==> src/rtl/traffic_phase_controller_if.sv <==
// traffic_phase_controller_if: sensor/flash inputs and lamp/status outputs of the phase controller
interface traffic_phase_controller_if #(
    parameter int NUM_PHASES = 4
);
    localparam int AW = $clog2(NUM_PHASES);
    logic [NUM_PHASES-1:0] req;
    logic                  flash_en;
    logic [NUM_PHASES-1:0] green;
    logic [NUM_PHASES-1:0] yellow;
    logic [NUM_PHASES-1:0] red;
    logic [AW-1:0]         active_phase;
    logic                  flashing;
    modport master (output req, flash_en, input green, yellow, red, active_phase, flashing);
    modport slave  (input req, flash_en, output green, yellow, red, active_phase, flashing);
endinterface

==> src/rtl/traffic_phase_controller.sv <==
// traffic_phase_controller: round-robin signal phase FSM with min/max green, yellow, all-red and flash mode
module traffic_phase_controller #(
    parameter int NUM_PHASES = 4,
    parameter int GREEN_MIN  = 8,
    parameter int GREEN_MAX  = 20,
    parameter int YELLOW_T   = 4,
    parameter int ALLRED_T   = 2,
    parameter int FLASH_HALF = 10
) (
    input logic clk,
    input logic reset_n,
    traffic_phase_controller_if.slave bus
);
    localparam int AW   = $clog2(NUM_PHASES);
    localparam int T1   = GREEN_MAX > YELLOW_T ? GREEN_MAX : YELLOW_T;
    localparam int T2   = ALLRED_T > FLASH_HALF ? ALLRED_T : FLASH_HALF;
    localparam int TMAX = T1 > T2 ? T1 : T2;
    localparam int TW   = $clog2(TMAX + 1);
    localparam logic [TW-1:0] GMIN = TW'(GREEN_MIN - 1);
    localparam logic [TW-1:0] GMAX = TW'(GREEN_MAX - 1);
    localparam logic [TW-1:0] YEND = TW'(YELLOW_T - 1);
    localparam logic [TW-1:0] AEND = TW'(ALLRED_T - 1);
    localparam logic [TW-1:0] FEND = TW'(FLASH_HALF - 1);

    typedef enum logic [1:0] {GREEN, YELLOW, ALL_RED, FLASH} state_t;

    state_t                state, state_nx;
    logic [TW-1:0]         timer, timer_nx;
    logic [AW-1:0]         active, active_nx, rr_next, rr_idx;
    logic [NUM_PHASES-1:0] pend, pend_nx, onehot;
    logic                  lit, lit_nx, from_flash, from_flash_nx, other_pend;

    assign onehot     = NUM_PHASES'(1) << active;
    assign other_pend = |(pend & ~onehot);

    // Descending scan so the nearest pending phase after active wins; none pending leaves phase 0
    always_comb begin
        rr_next = '0;
        rr_idx  = '0;
        for (int k = NUM_PHASES; k >= 1; k--) begin
            rr_idx = AW'((int'(active) + k) % NUM_PHASES);
            if (pend[rr_idx]) rr_next = rr_idx;
        end
    end

    always_comb begin
        state_nx      = state;
        timer_nx      = timer + 1'b1;
        active_nx     = active;
        pend_nx       = pend;
        lit_nx        = lit;
        from_flash_nx = from_flash;
        for (int i = 0; i < NUM_PHASES; i++)
            if (bus.req[i] && !(state == GREEN && active == AW'(i))) pend_nx[i] = 1'b1;
        case (state)
            GREEN: begin
                if (bus.flash_en || (other_pend && ((timer >= GMIN && !bus.req[active]) || timer == GMAX))) begin
                    state_nx = YELLOW;
                    timer_nx = '0;
                end else if (timer == GMAX) begin
                    timer_nx = timer;
                end
            end
            YELLOW: begin
                if (timer == YEND) begin
                    state_nx      = ALL_RED;
                    timer_nx      = '0;
                    from_flash_nx = 1'b0;
                end
            end
            ALL_RED: begin
                if (timer == AEND) begin
                    timer_nx = '0;
                    if (bus.flash_en) begin
                        state_nx  = FLASH;
                        active_nx = '0;
                        lit_nx    = 1'b1;
                    end else begin
                        state_nx           = GREEN;
                        active_nx          = from_flash ? '0 : rr_next;
                        pend_nx[active_nx] = 1'b0;
                    end
                end
            end
            FLASH: begin
                if (!bus.flash_en) begin
                    state_nx      = ALL_RED;
                    timer_nx      = '0;
                    from_flash_nx = 1'b1;
                end else if (timer == FEND) begin
                    timer_nx = '0;
                    lit_nx   = ~lit;
                end
            end
            default: state_nx = GREEN;
        endcase
    end

    always_ff @(posedge clk or negedge reset_n) begin
        if (!reset_n) begin
            state      <= GREEN;
            timer      <= '0;
            active     <= '0;
            pend       <= '0;
            lit        <= 1'b0;
            from_flash <= 1'b0;
        end else begin
            state      <= state_nx;
            timer      <= timer_nx;
            active     <= active_nx;
            pend       <= pend_nx;
            lit        <= lit_nx;
            from_flash <= from_flash_nx;
        end
    end

    assign bus.green        = state == GREEN ? onehot : '0;
    assign bus.yellow       = state == FLASH ? (lit ? NUM_PHASES'(1) : '0) : (state == YELLOW ? onehot : '0);
    assign bus.red          = state == FLASH ? (lit ? ~NUM_PHASES'(1) : '0)
                                             : ~((state == GREEN || state == YELLOW) ? onehot : '0);
    assign bus.active_phase = active;
    assign bus.flashing     = state == FLASH;
endmodule

==> src/flat_wrapper.sv <==
// flat-port wrapper written by rule: the top's interface ports become plain ports
module traffic_phase_controller_flat 
#(
    parameter int NUM_PHASES = 4,
    parameter int GREEN_MIN  = 8,
    parameter int GREEN_MAX  = 20,
    parameter int YELLOW_T   = 4,
    parameter int ALLRED_T   = 2,
    parameter int FLASH_HALF = 10
)
  (clk, reset_n, bus_req, bus_flash_en, bus_green, bus_yellow, bus_red, bus_active_phase, bus_flashing);
  traffic_phase_controller_if #(.NUM_PHASES(NUM_PHASES)) bus_i ();
  input logic clk;
  input logic reset_n;
  input wire logic [$bits(bus_i.req)-1:0] bus_req;
  input wire logic [$bits(bus_i.flash_en)-1:0] bus_flash_en;
  output wire logic [$bits(bus_i.green)-1:0] bus_green;
  output wire logic [$bits(bus_i.yellow)-1:0] bus_yellow;
  output wire logic [$bits(bus_i.red)-1:0] bus_red;
  output wire logic [$bits(bus_i.active_phase)-1:0] bus_active_phase;
  output wire logic [$bits(bus_i.flashing)-1:0] bus_flashing;
  assign bus_i.req = bus_req;
  assign bus_i.flash_en = bus_flash_en;
  assign bus_green = bus_i.green;
  assign bus_yellow = bus_i.yellow;
  assign bus_red = bus_i.red;
  assign bus_active_phase = bus_i.active_phase;
  assign bus_flashing = bus_i.flashing;
  traffic_phase_controller #(.NUM_PHASES(NUM_PHASES), .GREEN_MIN(GREEN_MIN), .GREEN_MAX(GREEN_MAX), .YELLOW_T(YELLOW_T), .ALLRED_T(ALLRED_T), .FLASH_HALF(FLASH_HALF)) u_core (.clk(clk), .reset_n(reset_n), .bus(bus_i));
endmodule
==> config.mk <==
export PLATFORM = sky130hd
export DESIGN_NAME = traffic_phase_controller_flat
export DESIGN_NICKNAME = d
export VERILOG_FILES = /design/src/rtl/traffic_phase_controller_if.sv /design/src/rtl/traffic_phase_controller.sv /design/src/flat_wrapper.sv
export SDC_FILE = /design/constraint.sdc
export NUM_CORES = 1
export LEC_CHECK = 0
export CORE_MARGIN = 4
export CORE_UTILIZATION = 47
export CTS_CLUSTER_DIAMETER = 200
export CTS_CLUSTER_SIZE = 14
export DETAILED_ROUTE_END_ITERATION = 16
export GPL_ROUTABILITY_DRIVEN = 0
export PLACE_DENSITY_LB_ADDON = 0.3
export SLEW_MARGIN = 10
export SYNTH_ARGS = -nofsm -noshare
export SYNTH_HDL_FRONTEND = slang
export SYNTH_SLANG_ARGS = --single-unit
==> constraint.sdc <==
create_clock -name clk -period 2.1 [get_ports clk]
set_input_delay 0.42 -clock clk [delete_from_list [all_inputs] [get_ports clk]]
set_output_delay 0.42 -clock clk [all_outputs]
set_load 0.01 [all_outputs]
Word level (Yosys, flattened, before mapping)
Cells that the tools add are included.
W data, S select, Z words.
{ "totals": {"regBits": 15, "inputBits": 7, "output_inout_bits": 15, "wordCells": 125} }
{ "op_classes": {"add_sub_neg": 5, "order_cmp": 8, "eq_ne": 18, "shifts": 1, "muxes": 53, "bitwise_logic": 6, "reduce_logical": 28} }
{ "ops": {"columns": ["cell", "count"], "rows": [
  ["$mux W4", 9],
  ["$mux W5", 6],
  ["$mux W2", 11],
  ["$pmux W5 S4", 1],
  ["$lt A2 B3 Y1 const B", 6],
  ["$mux W1", 17],
  ["$not A4 Y4", 3],
  ["$logic_and A1 B1 Y1", 11],
  ["$bmux W1 S2", 5],
  ["$and A4 B4 Y4", 2],
  ["$eq A2 B2 Y1 const B", 4],
  ["$ne A2 B1 Y1 const B", 4],
  ["$pmux W2 S4", 1],
  ["$ne A2 B2 Y1 const B", 3],
  ["$add A5 B1 Y5 const B", 1],
  ["$eq A5 B1 Y1 const B", 1],
  ["$eq A5 B2 Y1 const B", 1],
  ["$eq A5 B4 Y1 const B", 1],
  ["$eq A5 B5 Y1 const B", 1],
  ["$ge A5 B3 Y1 const B", 1],
  ["$logic_not A1 Y1", 5],
  ["$reduce_and A5 Y1", 1],
  ["$add A2 B1 Y2 const B", 2],
  ["$add A2 B2 Y2 const B", 2],
  ["other kinds (14)", 20]
]} }

Depth between registers and ports, before layout
Gate-level depths: netlist of the first run.
{ "depth": {"depth_word": 17, "depth_mapped": 8, "mapped_depth_nobuf": 7} }

Worst setup path after synthesis of the first run
Ideal clock, no wire load.
{ "synth_path": {"kind": "reg2reg", "startpoint": "register u_core.active[0], in the netlist u_core.bus.active_phase[0]", "endpoint": "register u_core.active[0], in the netlist u_core.bus.active_phase[0]", "setup_ns": 0.118, "arrival_time_ns": 2.286, "required_ns": 1.982, "slack_ns": -0.304, "path_stages_with_launch": 8, "n_path_buf": 1, "synth_period_minus_slack_ns": 2.404, "path_cell_list": "dfrtp_1 > buf_6 > inv_2 > ha_1 > mux4_1 > a21o_1 > mux2_4 > a21o_1"} }
{ "synth_between": {"elab_chain_cells": 9, "word_cells_on_any_way": 18, "classes_between": "4 x add/sub; 14 x mux"} }
{ "synth_rtl": {"columns": ["item", "line", "text"], "rows": [
  ["start: declaration", "traffic_phase_controller.sv:29", "logic [AW-1:0] active, active_nx, rr_next, rr_idx;"],
  ["start signal: assignment", "traffic_phase_controller.sv:110", "active <= active_nx;"],
  ["$add A2 B1 Y2", "traffic_phase_controller.sv:41", "rr_idx = AW'((int'(active) + k) % NUM_PHASES);"],
  ["$bmux W1 S2", "traffic_phase_controller.sv:42", "if (pend[rr_idx]) rr_next = rr_idx;"],
  ["$mux W1 (implied by the code)", "traffic_phase_controller.sv:42", null],
  ["$mux W2 (3 in a row)", "traffic_phase_controller.sv:42", null],
  ["$mux W2 *", "traffic_phase_controller.sv:42", null],
  ["$mux W2 *", "traffic_phase_controller.sv:80", "active_nx = from_flash ? '0 : rr_next;"],
  ["$mux W2 *", "traffic_phase_controller.sv:74", "if (bus.flash_en) begin"]
]} }
Mark *: on every way between the ends. The rest lies on a longest branch, timed or not. The select of a mux whose other input is x is not followed.
A chain may end at the register's enable or synchronous reset.

Worst setup path in the final report of the first run
Ends and elaborated chain as after synthesis.

==> impl_metrics.py, run 1 <==
metrics = {
    "sta": {
        "rsz0062_at_grt": "yes",
        "slew_headroom_pct": 54.7,
        "fin_hold_ws_ns": 0.540,
        "setup_viol": 0,
        "tightest_slew_ns": 0.677,
        "period_minus_slack_ns": 2.07,
        "finalCritPeriodShare_pct": 98.5,
        "hold_violations": 0,
        "fmax_ghz": 0.484,
        "maxSlewViolCount": 0,
        "clock_skew_ns": 0.00323,
    },
    "power_and_ir_drop": {
        "clockPowerShare_pct": 8.1,
        "combinationalPowerShare_pct": 65.1,
        "p_sw_mw": 0.899,
        "max-vdd-ir-drop_uv": 802,
        "p_leak_nw": 0.850,
        "p_total_mw": 2.07,
        "p_seq_share_pct": 26.8,
        "cellPowerDensity_mw_per_mm2": 1240,
        "p_int_mw": 1.17,
        "p_sw_share_pct": 43.5,
    },
    "critical_path": {
        "cp-start-kind": "flip-flop",
        "rr_worst_depth": 6,
        "worst-r2r-setup-slack_ns": 0.03,
        "cp_slowest_stage_delay_ns": 0.49,
        "startpoint": "u_core.bus.active_phase[0]$_DFFE_PN0P_",
        "cp_common_cell": "a21o_1",
        "cp_data_arrival_time_ns": 2.24,
        "crit_slowest_cell": "mux4_2",
        "crit_fanout": 5,
        "crit_required_ns": 2.27,
        "crit_chain": "inv_4, ha_4, mux4_2, a21o_1, mux2_4, a21o_1",
        "crit_path_end_kind": "flip-flop",
        "r2r-start": "u_core.bus.active_phase[0]$_DFFE_PN0P_",
        "criticalPathCategory": "flip-flop to flip-flop",
        "timing.rr.end": "u_core.bus.active_phase[0]$_DFFE_PN0P_",
    },
    "logic_synthesis": {
        "synth.distinct_cells": 43,
        "synth_top_family_by_area": "simple AND/OR/NAND/NOR gates",
        "yosys.area_share.simple_pct": 21.6,
        "synth_edf_count": 0,
        "synth_area_leaders": "dfrtp_1 (31%), ha_1 (6.2%), a21oi_1 (5.4%)",
        "syn-cell-area_sq_mm": 0.00121,
        "yosys.area.top_type": "dfrtp_1",
        "ys.flop_type": "dfrtp_1",
        "yosysWarnings": 0,
        "synth_xor_area_share_pct": 2.17,
        "syn_inst": 135,
        "ys_async_sr_fraction_pct": 100,
        "ys_seq_elements": 15,
        "synth_fa_ha_area_share_pct": 6.20,
        "yosysSeqAreaShare_pct": 31.0,
        "syn_avg_cell_area_sq_um": 8.96,
        "synth_compound_area_share_pct": 20.2,
        "syn_nets": 148,
        "yosysTopAreaCellShare_pct": 31.0,
        "synth_mux_area_share_pct": 13.5,
    },
    "placement": {
        "placed_cells": 192,
        "dp_hpwl_microns": 2380,
        "port_buffers": 21,
        "dpl-instance-area_sq_mm": 0.00152,
    },
    "outcome": {
        "outcome": "finished, final reports clean",
    },
    "finish": {
        "n_antenna_cell": 0,
        "nets": 190,
        "design_area_sq_mm": 0.00167,
        "post-route-util_pct": 68.0,
        "area_growth_pct": 38.1,
        "drive_gt1_share_pct": 25.6,
        "stdcell_count": 206,
        "mostFrequentLayoutCells": "buf_4 (17), a21oi_1 (13), dfrtp_1 (13), nor2_1 (11), nand2_1 (10)",
        "final_common_cell": "buf_4",
        "nFillCells": 205,
    },
    "global_route": {
        "grt_max_degree": 16,
        "grt_pass1_wl_microns": 5040,
        "grt_pass1_vias": 1147,
        "antenna_found_initial": 0,
        "overflow": 0,
        "grt_usage_pct": 18.8,
    },
    "cts": {
        "cts-buffers-inserted": 3,
        "htreeDepth": 1,
        "holdBufCountCts": 0,
        "clk_pin_slew_ns": 0.09,
        "clock_latency_ns": 0.28,
        "clockBufferDepth": 2,
        "cts-root-buf": "clkbuf_4",
        "cts_tree": "yes",
        "cts_sinks": 15,
    },
    "drt": {
        "antenna_left": 0,
        "drt_first_pass_iters": 4,
        "wl_per_cell_microns": 15.3,
        "vias_per_cell": 5.75,
        "drc": 0,
        "drtIter0Drc": 34,
        "drt_wl_total_microns": 3150,
        "via_count": 1185,
    },
    "die": {
        "fp.dieW_microns": 58.7,
        "die_y_microns": 58.7,
        "row_count": 18,
        "initial_core_util_pct": 49.3,
        "dieArea_sq_mm": 0.00345,
        "coreArea_sq_mm": 0.00245,
        "io_pins": 22,
    },
    "min_path": {
        "min_path_type": "input pin to async pin",
    },
    "flow_run": {
        "cap_violations": 0,
    },
}
-- power by group through the flow --
stage / logic (mW) / registers, mW / clock network, mW
6_report: 1.35 / 0.554 / 0.167
5_1_grt: 1.47 / 0.576 / 0.186
4_1_cts: 1.22 / 0.543 / 0.171
3_5_place_dp: 1.21 / 0.537 / 0
3_3_place_gp: 1.19 / 0.530 / 0
2_1_floorplan: 0.760 / 0.514 / 0
-- repair_timing --
item | CTS | global route
resized for setup | 14 | 13
setup endpoints to repair | 11 | 11
pin swaps | 0 | 3
buffers inserted | 2 | 8
-- sequential cells by signal, summed over array words and instances, names as in the netlist --
| name | count |
|---|---|
| u_core.bus.active_phase | 2 |
| u_core.from_flash | 1 |
| u_core.lit | 1 |
| u_core.pend | 4 |
| u_core.state | 2 |
| u_core.timer | 5 |
-- worst max-delay path by stage --
| stage | end | slack (ns) | depth (start not counted) |
|---|---|---|---|
| after detailed placement | u_core.timer[0]$_DFFE_PN0P_ | -0.16 | 6 |
| after global placement | u_core.timer[0]$_DFFE_PN0P_ | -0.09 | 6 |
| after floorplan | u_core.bus.active_phase[0]$_DFFE_PN0P_ | -0.09 | 7 |
| after global routing | u_core.bus.active_phase[0]$_DFFE_PN0P_ | -0.02 | 6 |
| after CTS | bus_green[0] | -0.03 | 4 |
| final | u_core.bus.active_phase[0]$_DFFE_PN0P_ | 0.03 | 6 |
-- logic make-up after synthesis --
kind of cell    after synthesis
simple gates                 49
compound gates               37
buf+inv                      15
flops                        15
mux                          10
fa+ha+maj                     6
xor+xnor                      3
-- through the flow --
stage	setup TNS, ns	worst slack (ns)
2_1_floorplan	-0.0876	-0.0876
3_3_place_gp	-0.413	-0.0946
3_5_place_dp	-0.712	-0.158
4_1_cts	-0.0396	-0.0265
5_1_grt	-0.0235	-0.0235
6_report	0	0.0321
-- synth_stat cells, types with 2 or more instances --
cell type / instances
inv_1: 11
mux2i_1: 4
o21ai_0: 2
dfrtp_1: 15
nor2b_1: 2
o31ai_1: 2
a21oi_2: 2
ha_1: 6
and2_1: 3
nand2_1: 10
a31oi_1: 4
nor3_1: 5
nand3_1: 4
nand4_1: 2
a21oi_1: 13
mux4_1: 2
mux4_2: 2
a21o_1: 4
nor2_1: 12
xnor2_1: 2
o21ai_1: 3
nand2b_1: 4
-- critical path, delay by kind of cell, from the launching register on --
kind	cells	cell delay, ns
adders and majority gates	1	0.30
AOI/OAI and AO/OA	2	0.37
muxes	2	0.82
buffers and inverters	1	0.06
DFF	1	0.41
-- final cells by class --
type / count / area [sq um] / area share (%)
clock buffer: 4 / 26.3 / 1.57
inverter: 13 / 53.8 / 3.22
multi-input combinational: 105 / 807 / 48.3
sequential: 15 / 378 / 22.6
tap: 30 / 37.5 / 2.25
timing repair buffer: 39 / 368 / 22.0
-- per-layer routing --
metal | GRT usage [%] | wire [microns] | up-vias | part of all wire [%]
met5 | 0 | 0 | - | 0
met4 | 5.83 | 39 | 0 | 1.2
met3 | 3.29 | 145 | 6 | 4.6
met2 | 34.4 | 1690 | 26 | 54
met1 | 22.1 | 1270 | 575 | 40
li1 | - | - | 578 | -
(Power assumes the default switching activity.)
==> run 2: changes to the inputs <==
- CORE_UTILIZATION: 47 -> 52
- SETUP_SLACK_MARGIN: unset -> 0.15
- clock period: 2.1 -> 2.3 ns (I/O delays scaled with it)
==> run 2 against run 1 <==
Compared with the run above:
- setup slack better by 0.10 ns
- cell area decreased by 1.2%
- die area fell by 8.3%
- global-route usage is essentially flat
- combinational power decreased by 13%
- flip-flop and latch count did not move
- total power down 12%
- worst hold slack gained 0.031 ns
- sequential share of layout area grew 0.35 points
- core utilization grew 6.6 points
- critical endpoint is now bus_green[3]
- first-iteration DRC count fell by 5.9%
- critical path type is now flip-flop to output pin
- wire length down 3.4%
- highest routed layer unchanged
==> impl_metrics.py, run 2 (synthesis results as in run 1) <==
metrics = {
    "cts": {
        "cts_tree": "yes",
        "cts-root-buf": "clkbuf_4",
        "clockBufferDepth": 2,
        "htreeDepth": 1,
        "clk_pin_slew_ns": 0.08,
        "cts_sinks": 15,
        "cts-buffers-inserted": 3,
        "clock_latency_ns": 0.28,
    },
    "sta": {
        "finalCritPeriodShare_pct": 94.2,
        "rsz0062_at_grt": "yes",
        "clock_skew_ns": 0.00336,
        "setup_slack_ns": 0.134,
        "fin_hold_ws_ns": 0.571,
        "slew_headroom_pct": 55.4,
        "maxSlewViolCount": 0,
        "fmax_ghz": 0.462,
        "hold_violations": 0,
        "period_minus_slack_ns": 2.17,
        "setup-tns-final_ns": 0,
        "tightest_slew_ns": 0.668,
        "setup_viol": 0,
    },
    "min_path": {
        "hold_start": "u_core.timer[1]$_DFFE_PN0P_",
        "min_path_type": "flip-flop to flip-flop",
        "min_to": "u_core.timer[1]$_DFFE_PN0P_",
        "min_path_cells": 2,
    },
    "critical_path": {
        "worst-r2r-setup-slack_ns": 0.22,
        "timing.rr.end": "u_core.bus.active_phase[0]$_DFFE_PN0P_",
        "crit_required_ns": 1.84,
        "r2r-start": "u_core.bus.active_phase[0]$_DFFE_PN0P_",
        "rr_worst_depth": 6,
        "cp-start-kind": "flip-flop",
        "cp_data_arrival_time_ns": 1.71,
        "criticalPathCategory": "flip-flop to output pin",
        "crit_path_end_kind": "output pin",
        "crit_fanout": 8,
    },
    "finish": {
        "n_antenna_cell": 0,
        "largest_reg_flops": 5,
        "drive_gt1_share_pct": 24.0,
        "largest-register": "u_core.timer",
        "nets": 185,
        "design_area_sq_mm": 0.00165,
        "top_regs": "u_core.timer x5, u_core.pend x4",
        "post-route-util_pct": 74.6,
        "nFillCells": 170,
        "area_growth_pct": 36.4,
        "final_common_cell": "a21oi_1",
        "mostFrequentLayoutCells": "a21oi_1 (13), buf_4 (12), dfrtp_1 (12), nor2_1 (11)",
    },
    "drt": {
        "antenna_left": 0,
        "vias_per_cell": 5.92,
        "wl_per_cell_microns": 15.3,
        "drt_first_pass_iters": 4,
        "drt_wl_total_microns": 3040,
        "drc": 0,
        "via_count": 1179,
        "drtIter0Drc": 32,
    },
    "power_and_ir_drop": {
        "p_leak_nw": 0.837,
        "max-vdd-ir-drop_uv": 787,
        "cellPowerDensity_mw_per_mm2": 1100,
    },
    "die": {
        "initial_core_util_pct": 54.7,
        "fp.dieW_microns": 56.2,
        "io_pins": 22,
        "row_count": 17,
        "dieArea_sq_mm": 0.00316,
        "coreArea_sq_mm": 0.00221,
        "die_y_microns": 56.2,
    },
    "outcome": {
        "outcome": "finished, final reports clean",
    },
    "placement": {
        "place_ws_ns": 0.0438,
        "dp_hpwl_microns": 2270,
        "port_buffers": 21,
        "dpl-instance-area_sq_mm": 0.00149,
    },
    "global_route": {
        "antenna_found_initial": 0,
        "grt_pass1_wl_microns": 4860,
        "overflow": 0,
        "grt_usage_pct": 18.8,
        "grt_max_degree": 16,
        "grt_pass1_vias": 1109,
    },
    "flow_run": {
        "cap_violations": 0,
    },
}
==> run 2: worst max-delay path by stage <==
| stage | endpoint | start |
|---|---|---|
| floorplan | u_core.bus.active_phase[0]$_DFFE_PN0P_ | u_core.bus.active_phase[0]$_DFFE_PN0P_ |
| global placement | u_core.timer[1]$_DFFE_PN0P_ | bus_req[1] |
| detailed placement | u_core.timer[0]$_DFFE_PN0P_ | bus_req[1] |
| CTS | bus_green[1] | u_core.bus.active_phase[0]$_DFFE_PN0P_ |
| global route | bus_green[3] | u_core.bus.active_phase[0]$_DFFE_PN0P_ |
| finish | bus_green[3] | u_core.bus.active_phase[0]$_DFFE_PN0P_ |
==> run 2: area by class of cell <==
| cell class | instances | area [sq um] | share of cell area (%) |
|---|---|---|---|
| Timing Repair Buffer | 34 | 334 | 20.2 |
| Tap cell | 28 | 35.0 | 2.12 |
| Sequential cell | 15 | 379 | 23.0 |
| Clock buffer | 4 | 26.3 | 1.59 |
| Multi-Input combinational cell | 105 | 825 | 50.0 |
| Inverter | 13 | 51.3 | 3.11 |
==> run 2: critical path: stages, from the launching register on <==
cell             delay (ns)
dfrtp_2                0.42
buf_8                  0.14
ha_2                   0.21
nand2_1                0.08
inv_1                  0.06
clkdlybuf4s50_1        0.52
==> run 2: through the flow <==
step | power, mW | cells
after global placement | 1.53 | 187
after floorplan | 1.16 | 135
final | 1.82 | 199
after global routing | 1.96 | 199
after CTS | 1.72 | 192
after detailed placement | 1.55 | 187
==> run 2: layer usage <==
layer	vias up	GRT usage, %	share of wire (%)
li1	562	-	-
met1	582	22.4	43
met2	31	34.4	53
met3	4	3.25	3.8
met4	0	5.08	0.89
met5	-	0	0
==> run 2: power by group <==
group / switching, mW / leakage [nW] / internal (mW)
sequential: 0.153 / 0.172 / 0.355
clock: 0.0776 / 0.0150 / 0.0672
combinational: 0.575 / 0.650 / 0.590
==> run 2: what timing repair did <==
item / CTS / global route
hold endpoints to repair: 0 / 0
gates cloned: 0 / 0
pin swaps: 0 / 3
resized for setup: 12 / 16
setup buffers: 1 / 7
hold buffers: 0 / 0
endpoints found under the setup margin: 12 / 13
==> run 3: changes to the inputs <==
- REMOVE_ABC_BUFFERS: unset -> 1
==> run 3 against run 2 <==
Compared with the run above:
- core utilization is 1.6 points lower
- first-iteration DRC count is 50% lower
- cell area is 2.2% lower
- clock power is 4% higher
- clock skew is 0.0052 ns higher
- setup slack better by 0.037 ns
- critical endpoint is now bus_yellow[2]
- largest cell class unchanged
- largest power group unchanged
- highest routed layer unchanged
==> impl_metrics.py, run 3 (synthesis results as in run 1) <==
metrics = {
    "sta": {
        "setup_viol": 0,
        "fmax_ghz": 0.470,
        "clock_skew_ns": 0.00856,
        "fin_hold_ws_ns": 0.559,
        "rsz0062_at_grt": "yes",
        "tightest_slew_ns": 0.647,
        "hold_violations": 0,
        "maxSlewViolCount": 0,
        "slew_headroom_pct": 56.7,
        "setup-tns-final_ns": 0,
        "finalCritPeriodShare_pct": 92.6,
        "period_minus_slack_ns": 2.13,
    },
    "finish": {
        "largest_reg_flops": 5,
        "nets": 185,
        "mostFrequentLayoutCells": "clkdlybuf4s50_1 (14), a21oi_1 (13), dfrtp_1 (13), nor2_1 (11), buf_4 (11)",
        "stdcell_count": 199,
        "top_regs": "u_core.timer x5, u_core.pend x4",
        "post-route-util_pct": 73.0,
        "final_common_cell": "clkdlybuf4s50_1",
        "area_growth_pct": 33.4,
        "drive_gt1_share_pct": 23.4,
        "n_antenna_cell": 0,
        "largest-register": "u_core.timer",
    },
    "drt": {
        "drt_first_pass_iters": 4,
        "via_count": 1170,
        "drt_wl_total_microns": 3110,
        "vias_per_cell": 5.88,
        "wl_per_cell_microns": 15.6,
        "drc": 0,
        "antenna_left": 0,
        "drtIter0Drc": 16,
    },
    "cts": {
        "htreeDepth": 1,
        "cts_sinks": 15,
        "cts-root-buf": "clkbuf_4",
        "clk_pin_slew_ns": 0.09,
        "clockBufferDepth": 2,
        "clock_latency_ns": 0.29,
        "cts-buffers-inserted": 3,
        "cts_tree": "yes",
    },
    "die": {
        "row_count": 17,
        "dieArea_sq_mm": 0.00316,
        "coreArea_sq_mm": 0.00221,
        "fp.dieW_microns": 56.2,
        "initial_core_util_pct": 54.7,
        "io_pins": 22,
        "die_y_microns": 56.2,
    },
    "min_path": {
        "min_path_type": "input pin to async pin",
    },
    "power_and_ir_drop": {
        "cellPowerDensity_mw_per_mm2": 1120,
        "p_leak_nw": 0.742,
        "max-vdd-ir-drop_uv": 738,
    },
    "global_route": {
        "grt_max_degree": 16,
        "grt_pass1_wl_microns": 4810,
        "grt_pass1_vias": 1082,
        "overflow": 0,
        "grt_usage_pct": 18.8,
        "antenna_found_initial": 0,
    },
    "critical_path": {
        "crit_path_end_kind": "output pin",
        "criticalPathCategory": "flip-flop to output pin",
        "crit_fanout": 7,
        "cp-start-kind": "flip-flop",
        "cp_data_arrival_time_ns": 1.67,
        "crit_required_ns": 1.84,
    },
    "placement": {
        "placed_cells": 186,
        "dp_hpwl_microns": 2250,
        "port_buffers": 21,
    },
    "outcome": {
        "outcome": "finished, final reports clean",
    },
    "flow_run": {
        "cap_violations": 0,
    },
}
[run 3: cell types whose count changed in the layout (fill, tap and decap cells not counted), sizes merged]
cell / change
dlymetal6s2s: -6
clkinv: +1
clkbuf: -1
clkdlybuf4s50: +5
dlygate4sd2: +1
[run 3: area by class of cell]
type,instances,area [sq um]
multi-input combinational,105,807
fill,164,598
sequential,15,378
timing repair buffer,34,318
inverter,13,48.8
tap,28,35.0
clock buffer,3,22.5
clock inverter,1,5.00
[run 3: power breakdown]
part | internal, mW | switching, mW
Sequential | 0.354 | 0.158
Combinational | 0.580 | 0.557
Clock | 0.0647 | 0.0860
Total | 0.999 | 0.801
[run 3: worst max-delay path, cell delays in order (launching register included)]
cell             delay, ns
dfrtp_1               0.38
buf_6                 0.14
ha_2                  0.20
and2_1                0.12
clkdlybuf4s50_1       0.53
[run 3: layer usage]
layer	global-route usage, %	routed length [microns]	up-vias
met4	6.10	56	0
met3	2.09	134	9
met2	33.6	1590	38
li1	-	-	565
met1	23.3	1330	558
met5	0	0	-
[run 3: what timing repair did]
action / 4_1_cts / 5_1_grt
hold buffers: 0 / 0
gates resized for setup: 16 / 8
pin swaps: 0 / 1
buffers inserted: 4 / 5
gates cloned: 0 / 0
setup endpoints to repair: 13 / 12
[run 3: final timing paths]
path / slack [ns] / from / cells after the start / endpoint
worst max-delay path: 0.17 / u_core.bus.active_phase[1]$_DFFE_PN0P_ / 4 / bus_yellow[2]
worst min register to register: 0.58 / u_core.state[0]$_DFFE_PN0P_ / 1 / u_core.lit$_DFFE_PN0P_
worst min-delay path: 0.56 / reset_n / 1 / u_core.timer[1]$_DFFE_PN0P_
max in group asynchronous: 1.28 / reset_n / 1 / u_core.state[1]$_DFFE_PN0P_
min in group clk: 0.58 / u_core.state[0]$_DFFE_PN0P_ / 1 / u_core.lit$_DFFE_PN0P_
worst max register to register: 0.18 / u_core.bus.active_phase[1]$_DFFE_PN0P_ / 6 / u_core.bus.active_phase[0]$_DFFE_PN0P_
[run 3: stage by stage]
stage	cell area, sq um	setup WS [ns]	total power, mW
after global placement	1470	0.0818	1.48
final	1610	0.171	1.80
after detailed placement	1470	0.0273	1.52
after CTS	1550	0.123	1.72
after floorplan	1190	-0.194	1.12
after global routing	1610	0.0857	1.93
